[config.mk]
export PLATFORM = sky130hd
export DESIGN_NAME = eq_seq_ctrl
export DESIGN_NICKNAME = d
export VERILOG_FILES = /design/src/rtl/eq_seq_ctrl_pkg.sv /design/src/rtl/mod_addr_ctr.sv /design/src/rtl/eq_seq_ctrl.sv
export SDC_FILE = /design/constraint.sdc
export NUM_CORES = 1
export LEC_CHECK = 0
export ABC_AREA = 0
export BUFFER_PORTS_ARGS = -buffer_cell sky130_fd_sc_hd__buf_2
export CAP_MARGIN = 20
export CORE_ASPECT_RATIO = 0.75
export CORE_MARGIN = 2
export CORE_UTILIZATION = 60
export DETAILED_ROUTE_END_ITERATION = 7
export PLACE_DENSITY = 0.79
export SYNTH_ARGS = -nofsm -noshare
export SYNTH_HDL_FRONTEND = slang
export SYNTH_HIERARCHICAL = 1
export SYNTH_SLANG_ARGS = --single-unit
[constraint.sdc]
create_clock -name clk -period 4.36 [get_ports clk]
set_input_delay 0.436 -clock clk [delete_from_list [all_inputs] [get_ports clk]]
set_output_delay 0.436 -clock clk [all_outputs]
set_load 0.1 [all_outputs]
[src/rtl/eq_seq_ctrl_pkg.sv]
// Shared definitions for the equaliser sequencing controller.
// Holds the address-width helper, the widths for the default queue depths
// and the pass-sequencing FSM state encoding.
package eq_seq_ctrl_pkg;

    // Address width for a queue of the given depth (never below 1 bit).
    function automatic int unsigned addr_w(input int unsigned depth);
        return (depth > 1) ? $clog2(depth) : 1;
    endfunction

    localparam int unsigned LF_DEPTH_DEF = 1021;
    localparam int unsigned HF_DEPTH_DEF = 1531;
    localparam int unsigned LF_AW        = addr_w(LF_DEPTH_DEF);
    localparam int unsigned HF_AW        = addr_w(HF_DEPTH_DEF);

    typedef enum logic [1:0] {
        ST_IDLE = 2'd0,
        ST_CLR  = 2'd1,
        ST_RUN  = 2'd2,
        ST_DONE = 2'd3
    } state_e;

endpackage

[src/rtl/mod_addr_ctr.sv]
// Wrapping address counter with synchronous load and increment.
// Ports:
//   clk, rst   clock and synchronous active-high reset (clears to 0)
//   load       load load_val (has priority over inc)
//   load_val   value to load
//   inc        advance by one, wrapping from DEPTH-1 to 0
//   cnt        current count
module mod_addr_ctr #(
    parameter int unsigned DEPTH = 8,
    parameter int unsigned AW    = 3
) (
    input  logic          clk,
    input  logic          rst,
    input  logic          load,
    input  logic [AW-1:0] load_val,
    input  logic          inc,
    output logic [AW-1:0] cnt
);

    logic [AW-1:0] cnt_q;

    always_ff @(posedge clk) begin
        if (rst) begin
            cnt_q <= '0;
        end else if (load) begin
            cnt_q <= load_val;
        end else if (inc) begin
            cnt_q <= (cnt_q == AW'(DEPTH - 1)) ? '0 : cnt_q + 1'b1;
        end
    end

    assign cnt = cnt_q;

endmodule

[src/rtl/eq_seq_ctrl.sv]
// Equaliser queue/filter-pass sequencer.
// Writes every sample pair into the HF queues and every other pair into the
// LF queues, then, once both queues are full, runs one filter pass of
// HF_DEPTH taps per new sample (LF taps only on passes that wrote LF).
// Ports:
//   clk, rst                 clock, synchronous active-high reset
//   valid_rise               new sample pair strobe
//   lf_wr_en/addr            LF queue write
//   hf_wr_en/addr            HF queue write
//   lf_rd_addr, hf_rd_addr   queue read addresses during a pass
//   coef_addr                shared coefficient tap index
//   acc_clr                  clear band accumulators
//   lf_acc_en, hf_acc_en     accumulate enables
//   lf_out_latch, hf_out_latch  latch band results
//   sequencing               pass in progress
//   overrun                  sample request dropped
module eq_seq_ctrl #(
    parameter int unsigned LF_DEPTH = 1021,
    parameter int unsigned HF_DEPTH = 1531,
    localparam int unsigned LF_AW = eq_seq_ctrl_pkg::addr_w(LF_DEPTH),
    localparam int unsigned HF_AW = eq_seq_ctrl_pkg::addr_w(HF_DEPTH)
) (
    input  logic             clk,
    input  logic             rst,
    input  logic             valid_rise,
    output logic             lf_wr_en,
    output logic [LF_AW-1:0] lf_wr_addr,
    output logic             hf_wr_en,
    output logic [HF_AW-1:0] hf_wr_addr,
    output logic [LF_AW-1:0] lf_rd_addr,
    output logic [HF_AW-1:0] hf_rd_addr,
    output logic [HF_AW-1:0] coef_addr,
    output logic             acc_clr,
    output logic             lf_acc_en,
    output logic             hf_acc_en,
    output logic             lf_out_latch,
    output logic             hf_out_latch,
    output logic             sequencing,
    output logic             overrun
);
    import eq_seq_ctrl_pkg::*;

    localparam int unsigned FW = addr_w(HF_DEPTH + 1);

    state_e        state_q, state_d;
    logic          pending_q, pending_d;
    logic          pend_lf_q, pend_lf_d;   // a pending-period rise wrote LF
    logic          pass_lf_q, pass_lf_d;   // current pass includes LF taps
    logic          overrun_d;
    logic          lf_phase_q;             // 0: next rise writes LF
    logic [FW-1:0] lf_fill_q, hf_fill_q, lf_fill_nxt, hf_fill_nxt;

    logic             lf_wr, hf_wr, full, start, run_d, lf_act;
    logic [LF_AW-1:0] lf_ptr, lf_ptr_inc, lf_base, lf_rd_cnt;
    logic [HF_AW-1:0] hf_ptr, hf_ptr_inc, hf_base, hf_rd_cnt, k_cnt;

    assign hf_wr = valid_rise;
    assign lf_wr = valid_rise && !lf_phase_q;

    // Read bases point at the oldest sample: write pointers after this cycle's write.
    assign lf_ptr_inc = (lf_ptr == LF_AW'(LF_DEPTH - 1)) ? '0 : lf_ptr + 1'b1;
    assign hf_ptr_inc = (hf_ptr == HF_AW'(HF_DEPTH - 1)) ? '0 : hf_ptr + 1'b1;
    assign lf_base    = lf_wr ? lf_ptr_inc : lf_ptr;
    assign hf_base    = hf_wr ? hf_ptr_inc : hf_ptr;

    assign lf_fill_nxt = (lf_wr && lf_fill_q != FW'(LF_DEPTH)) ? lf_fill_q + 1'b1 : lf_fill_q;
    assign hf_fill_nxt = (hf_wr && hf_fill_q != FW'(HF_DEPTH)) ? hf_fill_q + 1'b1 : hf_fill_q;
    assign full        = (lf_fill_nxt == FW'(LF_DEPTH)) && (hf_fill_nxt == FW'(HF_DEPTH));

    always_comb begin
        state_d   = state_q;
        pending_d = pending_q;
        pend_lf_d = pend_lf_q;
        pass_lf_d = pass_lf_q;
        overrun_d = 1'b0;
        unique case (state_q)
            ST_IDLE: begin
                if (valid_rise && full) begin
                    state_d   = ST_CLR;
                    pass_lf_d = lf_wr;
                end
            end
            ST_CLR: state_d = ST_RUN;
            // coef_addr holds the current tap index while running
            ST_RUN: if (coef_addr == HF_AW'(HF_DEPTH - 1)) state_d = ST_DONE;
            ST_DONE: begin
                if (pending_q || valid_rise) begin
                    state_d   = ST_CLR;
                    pass_lf_d = pend_lf_q | lf_wr;
                    overrun_d = pending_q && valid_rise;
                end else begin
                    state_d = ST_IDLE;
                end
                pending_d = 1'b0;
                pend_lf_d = 1'b0;
            end
            default: state_d = ST_IDLE;
        endcase
        if ((state_q == ST_CLR || state_q == ST_RUN) && valid_rise) begin
            if (pending_q) begin
                overrun_d = 1'b1;
                pend_lf_d = pend_lf_q | lf_wr;
            end else begin
                pending_d = 1'b1;
                pend_lf_d = lf_wr;
            end
        end
    end

    assign start  = (state_d == ST_CLR);
    assign run_d  = (state_d == ST_RUN);
    assign lf_act = run_d && pass_lf_q && (32'(k_cnt) < LF_DEPTH);

    mod_addr_ctr #(.DEPTH(LF_DEPTH), .AW(LF_AW)) u_lf_wr_ptr (
        .clk(clk), .rst(rst), .load(1'b0), .load_val('0), .inc(lf_wr), .cnt(lf_ptr)
    );
    mod_addr_ctr #(.DEPTH(HF_DEPTH), .AW(HF_AW)) u_hf_wr_ptr (
        .clk(clk), .rst(rst), .load(1'b0), .load_val('0), .inc(hf_wr), .cnt(hf_ptr)
    );
    // Tap index and read addresses hold the value to present next cycle.
    mod_addr_ctr #(.DEPTH(HF_DEPTH), .AW(HF_AW)) u_k_ctr (
        .clk(clk), .rst(rst), .load(start), .load_val('0), .inc(run_d), .cnt(k_cnt)
    );
    mod_addr_ctr #(.DEPTH(HF_DEPTH), .AW(HF_AW)) u_hf_rd_ctr (
        .clk(clk), .rst(rst), .load(start), .load_val(hf_base), .inc(run_d), .cnt(hf_rd_cnt)
    );
    mod_addr_ctr #(.DEPTH(LF_DEPTH), .AW(LF_AW)) u_lf_rd_ctr (
        .clk(clk), .rst(rst), .load(start), .load_val(lf_base), .inc(lf_act), .cnt(lf_rd_cnt)
    );

    always_ff @(posedge clk) begin
        if (rst) begin
            state_q      <= ST_IDLE;
            pending_q    <= 1'b0;
            pend_lf_q    <= 1'b0;
            pass_lf_q    <= 1'b0;
            lf_phase_q   <= 1'b0;
            lf_fill_q    <= '0;
            hf_fill_q    <= '0;
            lf_wr_en     <= 1'b0;
            lf_wr_addr   <= '0;
            hf_wr_en     <= 1'b0;
            hf_wr_addr   <= '0;
            lf_rd_addr   <= '0;
            hf_rd_addr   <= '0;
            coef_addr    <= '0;
            acc_clr      <= 1'b0;
            lf_acc_en    <= 1'b0;
            hf_acc_en    <= 1'b0;
            lf_out_latch <= 1'b0;
            hf_out_latch <= 1'b0;
            sequencing   <= 1'b0;
            overrun      <= 1'b0;
        end else begin
            state_q      <= state_d;
            pending_q    <= pending_d;
            pend_lf_q    <= pend_lf_d;
            pass_lf_q    <= pass_lf_d;
            lf_phase_q   <= lf_phase_q ^ valid_rise;
            lf_fill_q    <= lf_fill_nxt;
            hf_fill_q    <= hf_fill_nxt;
            lf_wr_en     <= lf_wr;
            lf_wr_addr   <= lf_wr ? lf_ptr : '0;
            hf_wr_en     <= hf_wr;
            hf_wr_addr   <= hf_wr ? hf_ptr : '0;
            acc_clr      <= start;
            coef_addr    <= run_d ? k_cnt : '0;
            hf_rd_addr   <= run_d ? hf_rd_cnt : '0;
            hf_acc_en    <= run_d;
            lf_rd_addr   <= lf_act ? lf_rd_cnt : '0;
            lf_acc_en    <= lf_act;
            hf_out_latch <= (state_d == ST_DONE);
            lf_out_latch <= (state_d == ST_DONE) && pass_lf_q;
            sequencing   <= (state_d != ST_IDLE);
            overrun      <= overrun_d;
        end
    end

endmodule

* Yosys cells after proc, flatten, opt, wreduce, memory -nomap -nowiden
Cells that the tools add are included.
** Storage, ports and cells
- Register bits :: 143
- Bits of input ports :: 3
** Operators by class
- Add/subtract/negate cells :: 7
- $lt $le $gt $ge :: 1
- Equal/unequal tests :: 18
- Multiplexer cells :: 30
- Bitwise operators :: 6
- Reductions and logical operators :: 25
** Operators by type and width (number)
- $mux W11 :: 8
- $add A11 B1 Y11 const B :: 5
- $eq A11 B11 Y1 const B :: 5
- $mux W10 :: 5
- $add A10 B1 Y10 const B :: 2
- $eq A10 B10 Y1 const B :: 2
- $mux W1 :: 13
- $eq A11 B10 Y1 const B :: 1
- $lt A11 B10 Y1 const B :: 1
- $ne A11 B10 Y1 const B :: 1
- $ne A11 B11 Y1 const B :: 1
- $logic_and A1 B1 Y1 :: 10
- $reduce_bool A2 Y1 :: 5
- $reduce_or A2 Y1 :: 5
- $eq A2 B2 Y1 const B :: 4
- $pmux W2 S4 :: 1
- $eq A2 B1 Y1 const B :: 2
- $mux W2 :: 2
- $ne A2 B2 Y1 const B :: 2
- $not A1 Y1 :: 4
- $reduce_and A3 Y1 :: 1
- $logic_not A2 Y1 :: 1
- $logic_or A1 B1 Y1 :: 2
- $pmux W1 S2 :: 1
- other kinds (3) :: 3

* Depth between registers and ports, before layout
Gate-level depths: netlist of run 1.
- Word-level depth :: 14
- Gate-level depth with buffers :: 17
- Gate-level depth less buffers :: 14

* Hierarchy
The synthesis of run 1 kept the hierarchy.
** By module, submodules not included
- eq_seq_ctrl :: instances 1, cells an instance 456, area each 4020.1 um^2, seq. area each 1801.7 um^2
- mod_addr_ctr at u_hf_rd_ctr ... :: instances 3, cells an instance 83, area each 688.2 um^2, seq. area each 220.2 um^2
- mod_addr_ctr at u_lf_rd_ctr ... :: instances 2, cells an instance 84, area each 659.4 um^2, seq. area each 200.2 um^2

* Least setup slack after synthesis of run 1
OpenSTA, ideal clock, no wires.
- Path type :: in2reg
- Start point :: input port valid_rise
- End point :: register u_hf_rd_ctr.cnt_q[0], in the netlist u_hf_rd_ctr/cnt[0]
- Setup time :: 0.065 ns
- Data arrival time :: 3.439 ns
- Required time :: 4.295 ns
- Slack :: 0.856 ns
- Stages :: 15
- Buffers on the path :: 4
- Cells stage by stage :: ha_1 clkbuf_1 and4_1 and4_4 mux2i_1 o2111ai_1 nor4_4 a21oi_2 buf_6 nor2_1 clkbuf_1 clkbuf_1 a22oi_1 o21a_1 nor2_1
** Between the ends
- Word-level cells in the longest chain between the ends :: 10
- Elaborated cells on any way between the ends :: 18
- Classes of those cells :: 4 x eq/ne; 7 x mux; 7 x reduce/logical
** RTL lines
- from (decl) :: line eq_seq_ctrl.sv:25 : input logic valid_rise,
- $logic_and A1 B1 Y1 :: line eq_seq_ctrl.sv:58 : assign lf_wr = valid_rise && !lf_phase_q;
- $logic_and A1 B1 Y1 :: line eq_seq_ctrl.sv:66 : assign lf_fill_nxt = (lf_wr && lf_fill_q != FW'(LF_DEPTH)) ? lf_fill_q + 1'b1 : lf_fill_q;
- $mux W11 :: line eq_seq_ctrl.sv:66
- $eq A11 B10 Y1 :: line eq_seq_ctrl.sv:68 : assign full = (lf_fill_nxt == FW'(LF_DEPTH)) && (hf_fill_nxt == FW'(HF_DEPTH));
- $logic_and A1 B1 Y1 :: line eq_seq_ctrl.sv:68
- $logic_and A1 B1 Y1 :: line eq_seq_ctrl.sv:78 : if (valid_rise && full) begin
- $mux W2 :: line eq_seq_ctrl.sv:78
- $pmux W2 S4 * :: line eq_seq_ctrl.sv:76 : unique case (state_q)
- $eq A2 B1 Y1 * :: line eq_seq_ctrl.sv:110 : assign start = (state_d == ST_CLR);
- net start :: line eq_seq_ctrl.sv:53 : logic lf_wr, hf_wr, full, start, run_d, lf_act;
- $mux W11 or $reduce_bool A2 Y1 (tied branches)
- to (signal assigned) :: line mod_addr_ctr.sv:26 : cnt_q <= load_val;
- to (signal assigned) :: line mod_addr_ctr.sv:28 : cnt_q <= (cnt_q == AW'(DEPTH - 1)) ? '0 : cnt_q + 1'b1;
- to (decl) :: line mod_addr_ctr.sv:20 : logic [AW-1:0] cnt_q;
The timed path passes the listed nets; every way through them passes the cells marked *.
A chain may end at the register's enable or synchronous reset.

* Final worst setup path of run 1
- Start point :: register lf_fill_q[0]
- End point :: register u_hf_rd_ctr.cnt_q[2], in the netlist u_hf_rd_ctr/cnt[2]
** Between the ends
- Word-level cells in the longest chain between the ends :: 10
- Elaborated cells on any way between the ends :: 13
- Classes of those cells :: 1 x add/sub; 4 x eq/ne; 4 x mux; 4 x reduce/logical
** RTL lines
- from (decl) :: line eq_seq_ctrl.sv:51 : logic [FW-1:0] lf_fill_q, hf_fill_q, lf_fill_nxt, hf_fill_nxt;
- from (signal assigned) :: line eq_seq_ctrl.sv:160 : lf_fill_q <= lf_fill_nxt;
- branches (longest 2 deep; another with $add A11 B1 Y11)
- $mux W11 * :: line eq_seq_ctrl.sv:66
- $eq A11 B10 Y1 * :: line eq_seq_ctrl.sv:68
- $logic_and A1 B1 Y1 * :: line eq_seq_ctrl.sv:68
- $logic_and A1 B1 Y1 * :: line eq_seq_ctrl.sv:78
- $mux W2 * :: line eq_seq_ctrl.sv:78
- $pmux W2 S4 * :: line eq_seq_ctrl.sv:76
- $eq A2 B1 Y1 * :: line eq_seq_ctrl.sv:110
- net start :: line eq_seq_ctrl.sv:53
- $mux W11 or $reduce_bool A2 Y1 (tied branches)
Mark *: on every way through the listed nets, which the timed path passes.

==> summary.txt, run 1 <==
Global routing
  – Number of antenna violations at the first check in global routing: 0
  – Via count of the first global-routing pass: 6,060
  – Global-route usage over all layers: 0.269
  – Total overflow reported by the global router: 0
  – Largest net degree at the start of global routing: 53
  – First-pass GRT wire length: 29.2 mm

Logic synthesis
  – Post-synth top area cell: dfxtp_1
  – Predominant post-synthesis flop cell: dfxtp_1
  – Synth Instances: 873
  – Yosys top cell area share: 0.387
  – Cell types with the highest counts after synthesis: 143 x dfxtp_1, 84 x nor2_1, 72 x nand2_1
  – Proportion of synthesized area in mux cells: 0.00693
  – Fraction of the mapped netlist area in adder cells: 0.0355
  – Synthesized area per cell: 8.48 um^2
  – Post-synthesis xor/xnor area fraction: 0.0651
  – Simple logic cell fraction of the synthesized area: 0.308
  – Sequential cell area fraction in the yosys report: 0.387
  – Netlist area before placement: 7400 um^2
  – Number of synthesized register bits: 143
  – Most area-consuming cells after synthesis: dfxtp_1 39%, nor2_1 4.3%, nand2_1 3.7%, ha_1 3.5%, xor2_1 3.4%
  – Warnings from Yosys: 6
  – Share of the synthesized area in compound gates (AO/OA/AOI/OAI): 0.152
  – Unique masters post-synth: 68
  – Most frequent cell after synthesis: dfxtp_1
  – Post-synth ARST share: 0
  – Main combinational cell family by area after synthesis: simple AND/OR/NAND/NOR gates
  – EDFF count, synth: 0

Clock tree
  – Largest buffer count on any clock path: 2
  – Number of hold buffers added after cts: 0
  – Clock slew seen by the registers of the worst setup and hold paths: 60 ps
  – CTS tree: done
  – Post-CTS repair timing setup buffer count: 0
  – Num CTS Buffers: 17
  – Number of H-tree branching levels: 4
  – Clock tree root buffer cell: clkbuf_16
  – Clock sink total: 143
  – Cells resized by post-CTS repair: 0
  – Clock latency reported for the late side of the worst-skew pair: 420 ps

Placement
  – Instance area at placement: 7900 um^2
  – Cells after DPL: 1,099
  – Post-Place Worst Slack: 461 ps
  – Count of input and output buffers: 64
  – Placed wire-length estimate after detailed placement: 11.0 mm
  – Global placer's final weighted congestion: 0.915

Timing
  – Total count of hold-check failures in the final report: 0
  – Period utilisation layout: 0.898
  – Transition time of the tightest slew-check pin: 1140 ps
  – Largest clock skew in the final design: 8.37 ps
  – Final critical path time including I/O delays and setup: 3910 ps
  – Final-layout worst hold slack: 344 ps
  – Slew headroom: 0.233
  – Least setup slack across all paths after layout: 446 ps
  – Achievable frequency: 0.255 GHz
  – Final slew viol count: 0
  – Setup repair after global routing missed its margin: no
  – Summed negative setup slack over all endpoints: 0 ps
  – Number of endpoints failing setup at the final stage: 0

Setup path
  – Worst-path fanout max: 44
  – Data arrival time at the worst-slack endpoint: 4270 ps
  – Flop-to-flop setup slack: 450 ps
  – Startpoint type of the worst setup path: register
  – Type of the worst setup path: register to register
  – Endpoint required time on the critical path: 4710 ps
  – CP endpoint kind: register

Route
  – Number of iterations in the first detailed-routing pass: 7
  – Routed Wire Length: 17.2 mm
  – Ratio of routed vias to standard cells: 5.78
  – DR DRC count: 0
  – Routed len/inst: 15.2 um
  – DR iter-0 viols: 556
  – Post-detailed-route count of antenna-violating nets: 0
  – Total vias in the final route: 6,536

Cells and area
  – Core Util, Final: 0.700
  – Diode count: 0
  – Filler Cells Inserted: 1,021
  – Post-layout nets: 976
  – Final Instance Count excl. Fillers: 1,131
  – Share of layout cells above drive strength 1: 0.138
  – Post-synthesis to final-layout area growth: 15.1%
  – Final Cell Area: 8520 um^2

Floorplanning
  – Starting Density: 0.608
  – Area of the core: 12,200 um^2
  – Width of the chip: 132 um
  – Die outline area: 13,300 um^2
  – Number of rows created at floorplan: 35
  – Number of placed I/O pins: 65
  – Die Span Y: 100 um

Pwr
  – Lkg Pwr: 3.38 nW
  – Comb power frac: 0.295
  – Largest voltage drop on the vdd net: 339 uV
  – Sw frac: 0.378
  – Sequential share of power: 0.368
  – Power density of the placed cells: 525 nW/um^2
  – Power Internal: 2.78 mW
  – Clock network fraction of total power: 0.338
  – Total chip power: 4.48 mW
  – Net switching power: 1.69 mW

Worst hold path
  – Classification of the worst-slack hold path: primary input to register

Run
  – Number of violations of the max-capacitance limit: 0

Outcome
  – Result of the run: completed
## power groups by stage
stage / sequential (mW) / combinational (mW) / clock, mW
6_report: 1.65 / 1.32 / 1.51
5_1_grt: 1.67 / 1.44 / 1.59
4_1_cts: 1.64 / 1.30 / 1.54
3_5_place_dp: 1.66 / 1.27 / 0
3_3_place_gp: 1.66 / 1.25 / 0
2_1_floorplan: 1.80 / 0.897 / 0
## final timing paths
kind         cells after the start                     from                              end
max                             14  lf_fill_q[0]$_SDFF_PP0_  u_hf_rd_ctr/cnt[2]$_SDFFE_PP0P_
min                              3               valid_rise            lf_phase_q$_SDFF_PP0_
max reg2reg                     14  lf_fill_q[0]$_SDFF_PP0_  u_hf_rd_ctr/cnt[2]$_SDFFE_PP0P_
min reg2reg                      1     pending_q$_SDFF_PP0_               overrun$_SDFF_PP0_
## sequential cells by signal, summed over array words and instances (netlist names), 11 cells and up
name             flops
coef_addr           11
hf_wr_addr          11
lf_fill_q           11
u_hf_rd_ctr/cnt     11
hf_fill_q           11
hf_rd_addr          11
u_k_ctr/cnt         11
u_hf_wr_ptr/cnt     11
## cell families (layout without fill, tap and decap cells)
logic type      Yosys count  in the layout
xor+xnor                 55             55
simple gates            405            405
buf+inv                  75            130
flops                   143            143
mux                       5              5
compound gates          168            168
other cells               1             38
fa+ha+maj                21             21
## routing by layer
layer	vias up	GRT usage	part of all wire
met5	-	0	0
met4	0	0.0951	0.024
met3	46	0.0646	0.059
met2	235	0.413	0.43
met1	3013	0.374	0.49
li1	3242	-	-
## critical path, cell delays in order, from the launching register on
cell	delay, ps
dfxtp_1	470
ha_1	380
and4_1	320
and4_4	240
mux2i_1	250
o2111ai_1	210
nor4_4	370
a21oi_2	100
buf_4	240
nor2_4	110
buf_4	370
o21ai_0	180
xor2_1	170
or3_1	310
a21oi_1	140
## final cells by class
| class | instances | area (um^2) | share of cell area |
|---|---|---|---|
| tap | 166 | 208 | 0.0244 |
| sequential | 143 | 2860 | 0.336 |
| timing repair buffer | 71 | 375 | 0.0441 |
| clock buffer | 18 | 439 | 0.0516 |
| clock inverter | 14 | 180 | 0.0212 |
| inverter | 27 | 101 | 0.0119 |
| multi-input combinational | 692 | 4350 | 0.511 |
## cells in the final DEF, fill, tap and decap left out, types with 8 or more instances in the layout
cell type / count
o21ai_0: 24
nor2b_1: 10
dfxtp_1: 143
nor2_1: 83
nand2_1: 72
and3_1: 38
nor3b_1: 14
buf_4: 8
conb_1: 38
clkbuf_16: 17
nor3_1: 15
nand4_1: 28
a22oi_1: 14
nand2b_1: 13
xnor2_1: 26
a21oi_1: 45
inv_1: 27
and4_1: 11
xor2_1: 29
o22ai_1: 16
and2_1: 38
a31oi_1: 14
buf_2: 63
nand3_1: 31
ha_1: 21
Power figures use the tool's default switching activity.
==> run 2: changes to the inputs <==
- clock period: 4.36 -> 4.3 ns (I/O delays scaled with it)
==> run 2 against run 1 <==
Fmax shrank 0.15%. Setup slack lost 66 ps. Non-clock buffer count is 2 higher. Sequential power barely moved. Critical endpoint is now u_k_ctr/cnt[2]$_SDFFE_PP0P_.
==> summary.txt, run 2 (synthesis results as in run 1) <==
Outcome
  – Result of the run: completed

Setup path
  – Top Family by Delay on Critical Path: simple AND/OR/NAND/NOR gates
  – Worst-path fanout max: 30
  – CP max stage cell: dfxtp_1
  – Startpoint type of the worst setup path: register
  – Type of the worst setup path: register to register
  – CP endpoint kind: register
  – Cell with the most instances on the worst path: buf_4
  – Slowest Stage Delay on Critical Path: 470 ps
  – Data arrival time at the worst-slack endpoint: 4270 ps
  – Chain of cells forming the critical path: ha_1, and4_1, and4_4, mux2i_1, o2111ai_1, nor4_4, a21oi_2, buf_4, nor2_4, buf_4, o21ai_0, xor2_1, or3_1, a21oi_1
  – Buf/Inv on CP: 2
  – Endpoint required time on the critical path: 4650 ps

Clock tree
  – Cells resized by post-CTS repair: 0
  – Num CTS Buffers: 17
  – Clock latency reported for the late side of the worst-skew pair: 420 ps
  – Clock tree root buffer cell: clkbuf_16
  – CTS tree: done
  – Clock sink total: 143
  – Number of hold buffers added after cts: 0
  – Clock slew seen by the registers of the worst setup and hold paths: 60 ps
  – Post-CTS repair timing setup buffer count: 0
  – Number of H-tree branching levels: 4
  – Largest buffer count on any clock path: 2

Global routing
  – Met3 routing resource usage after global routing: 0.0591
  – Met2 Track Usage GR: 0.395
  – Busiest layer in global routing: met2
  – Total overflow reported by the global router: 0
  – Via count of the first global-routing pass: 5,758
  – Met1 track demand over resource: 0.375
  – First-pass GRT wire length: 28.3 mm
  – Global-route usage over all layers: 0.261
  – Number of antenna violations at the first check in global routing: 0
  – Largest net degree at the start of global routing: 53

Pwr
  – Power density of the placed cells: 522 nW/um^2
  – Total chip power: 4.43 mW
  – Largest voltage drop on the vdd net: 486 uV
  – Lkg Pwr: 3.37 nW

Timing
  – Total count of hold-check failures in the final report: 0
  – Summed negative setup slack over all endpoints: 0 ps
  – Least setup slack across all paths after layout: 380 ps
  – Final critical path time including I/O delays and setup: 3920 ps
  – Largest clock skew in the final design: 8.91 ps
  – Achievable frequency: 0.255 GHz
  – Final-layout worst hold slack: 338 ps
  – Slew headroom: 0.453
  – Transition time of the tightest slew-check pin: 819 ps
  – Period utilisation layout: 0.912
  – Number of endpoints failing setup at the final stage: 0
  – Setup repair after global routing missed its margin: no
  – Final slew viol count: 0

Placement
  – Count of input and output buffers: 64
  – Placed wire-length estimate after detailed placement: 11.2 mm
  – Cells after DPL: 1,100
  – Post-Place Worst Slack: 421 ps
  – Instance area at placement: 7910 um^2
  – Global placer's final weighted congestion: 0.906

Floorplanning
  – Starting Density: 0.608
  – Number of rows created at floorplan: 35
  – Number of placed I/O pins: 65
  – Area of the core: 12,200 um^2
  – Die outline area: 13,300 um^2
  – Width of the chip: 132 um
  – Die Span Y: 100 um

Cells and area
  – Post-layout nets: 978
  – Share of layout cells above drive strength 1: 0.140
  – Diode count: 0
  – Core Util, Final: 0.697
  – Final Instance Count excl. Fillers: 1,133
  – Final Cell Area: 8480 um^2
  – Post-synthesis to final-layout area growth: 14.6%
  – Leading cell types in the layout, fill and taps excluded: 143 x dfxtp_1, 83 x nor2_1, 72 x nand2_1, 64 x buf_2, 45 x a21oi_1
  – Most common cell after layout, fill and taps aside: dfxtp_1

Route
  – DR iter-0 viols: 573
  – Routed len/inst: 15.0 um
  – Total vias in the final route: 6,567
  – DR DRC count: 0
  – Ratio of routed vias to standard cells: 5.80
  – Number of iterations in the first detailed-routing pass: 6
  – Routed Wire Length: 16.9 mm
  – Post-detailed-route count of antenna-violating nets: 0

Worst hold path
  – Classification of the worst-slack hold path: primary input to register

Run
  – Number of violations of the max-capacitance limit: 0
## run 2: worst paths after layout
kind | startpoint | to | slack (ps) | cells after the start
hold / removal | valid_rise | lf_phase_q$_SDFF_PP0_ | 340 | 3
hold reg to reg | pending_q$_SDFF_PP0_ | overrun$_SDFF_PP0_ | 470 | 1
setup reg to reg | lf_fill_q[0]$_SDFF_PP0_ | u_k_ctr/cnt[2]$_SDFFE_PP0P_ | 380 | 14
setup / recovery | lf_fill_q[0]$_SDFF_PP0_ | u_k_ctr/cnt[2]$_SDFFE_PP0P_ | 380 | 14
## run 2: worst reg2reg max path, delay by kind of cell (launching register included)
family                   cells  cell delay [ps]
multiplexers                 1              220
AND/OR/NAND/NOR              5             1530
XOR/XNOR                     1              170
flip-flops                   1              470
AO/OA/AOI/OAI                4              560
buffers and inverters        2              520
adder cells (fa/ha/maj)      1              390
## run 2: final cells by class
class	count	area [um^2]
clock inverter	14	134
sequential	143	2860
fill	1022	3690
timing repair buffer	73	388
tap	166	208
clock buffer	18	439
inverter	27	101
multi-input combinational	692	4350
## run 2: report_power, final
part | total, mW | switching [mW] | leakage (nW) | internal [mW]
sequential | 1.67 | 0.208 | 1.16 | 1.47
clock | 1.41 | 0.595 | 0.266 | 0.818
combinational | 1.34 | 0.908 | 1.94 | 0.433
## run 2: routing by layer
layer | routed length [um] | up-vias
met4 | 114 | 0
met2 | 7520 | 224
met1 | 8220 | 3077
met3 | 1090 | 11
met5 | 0 | -
li1 | - | 3255
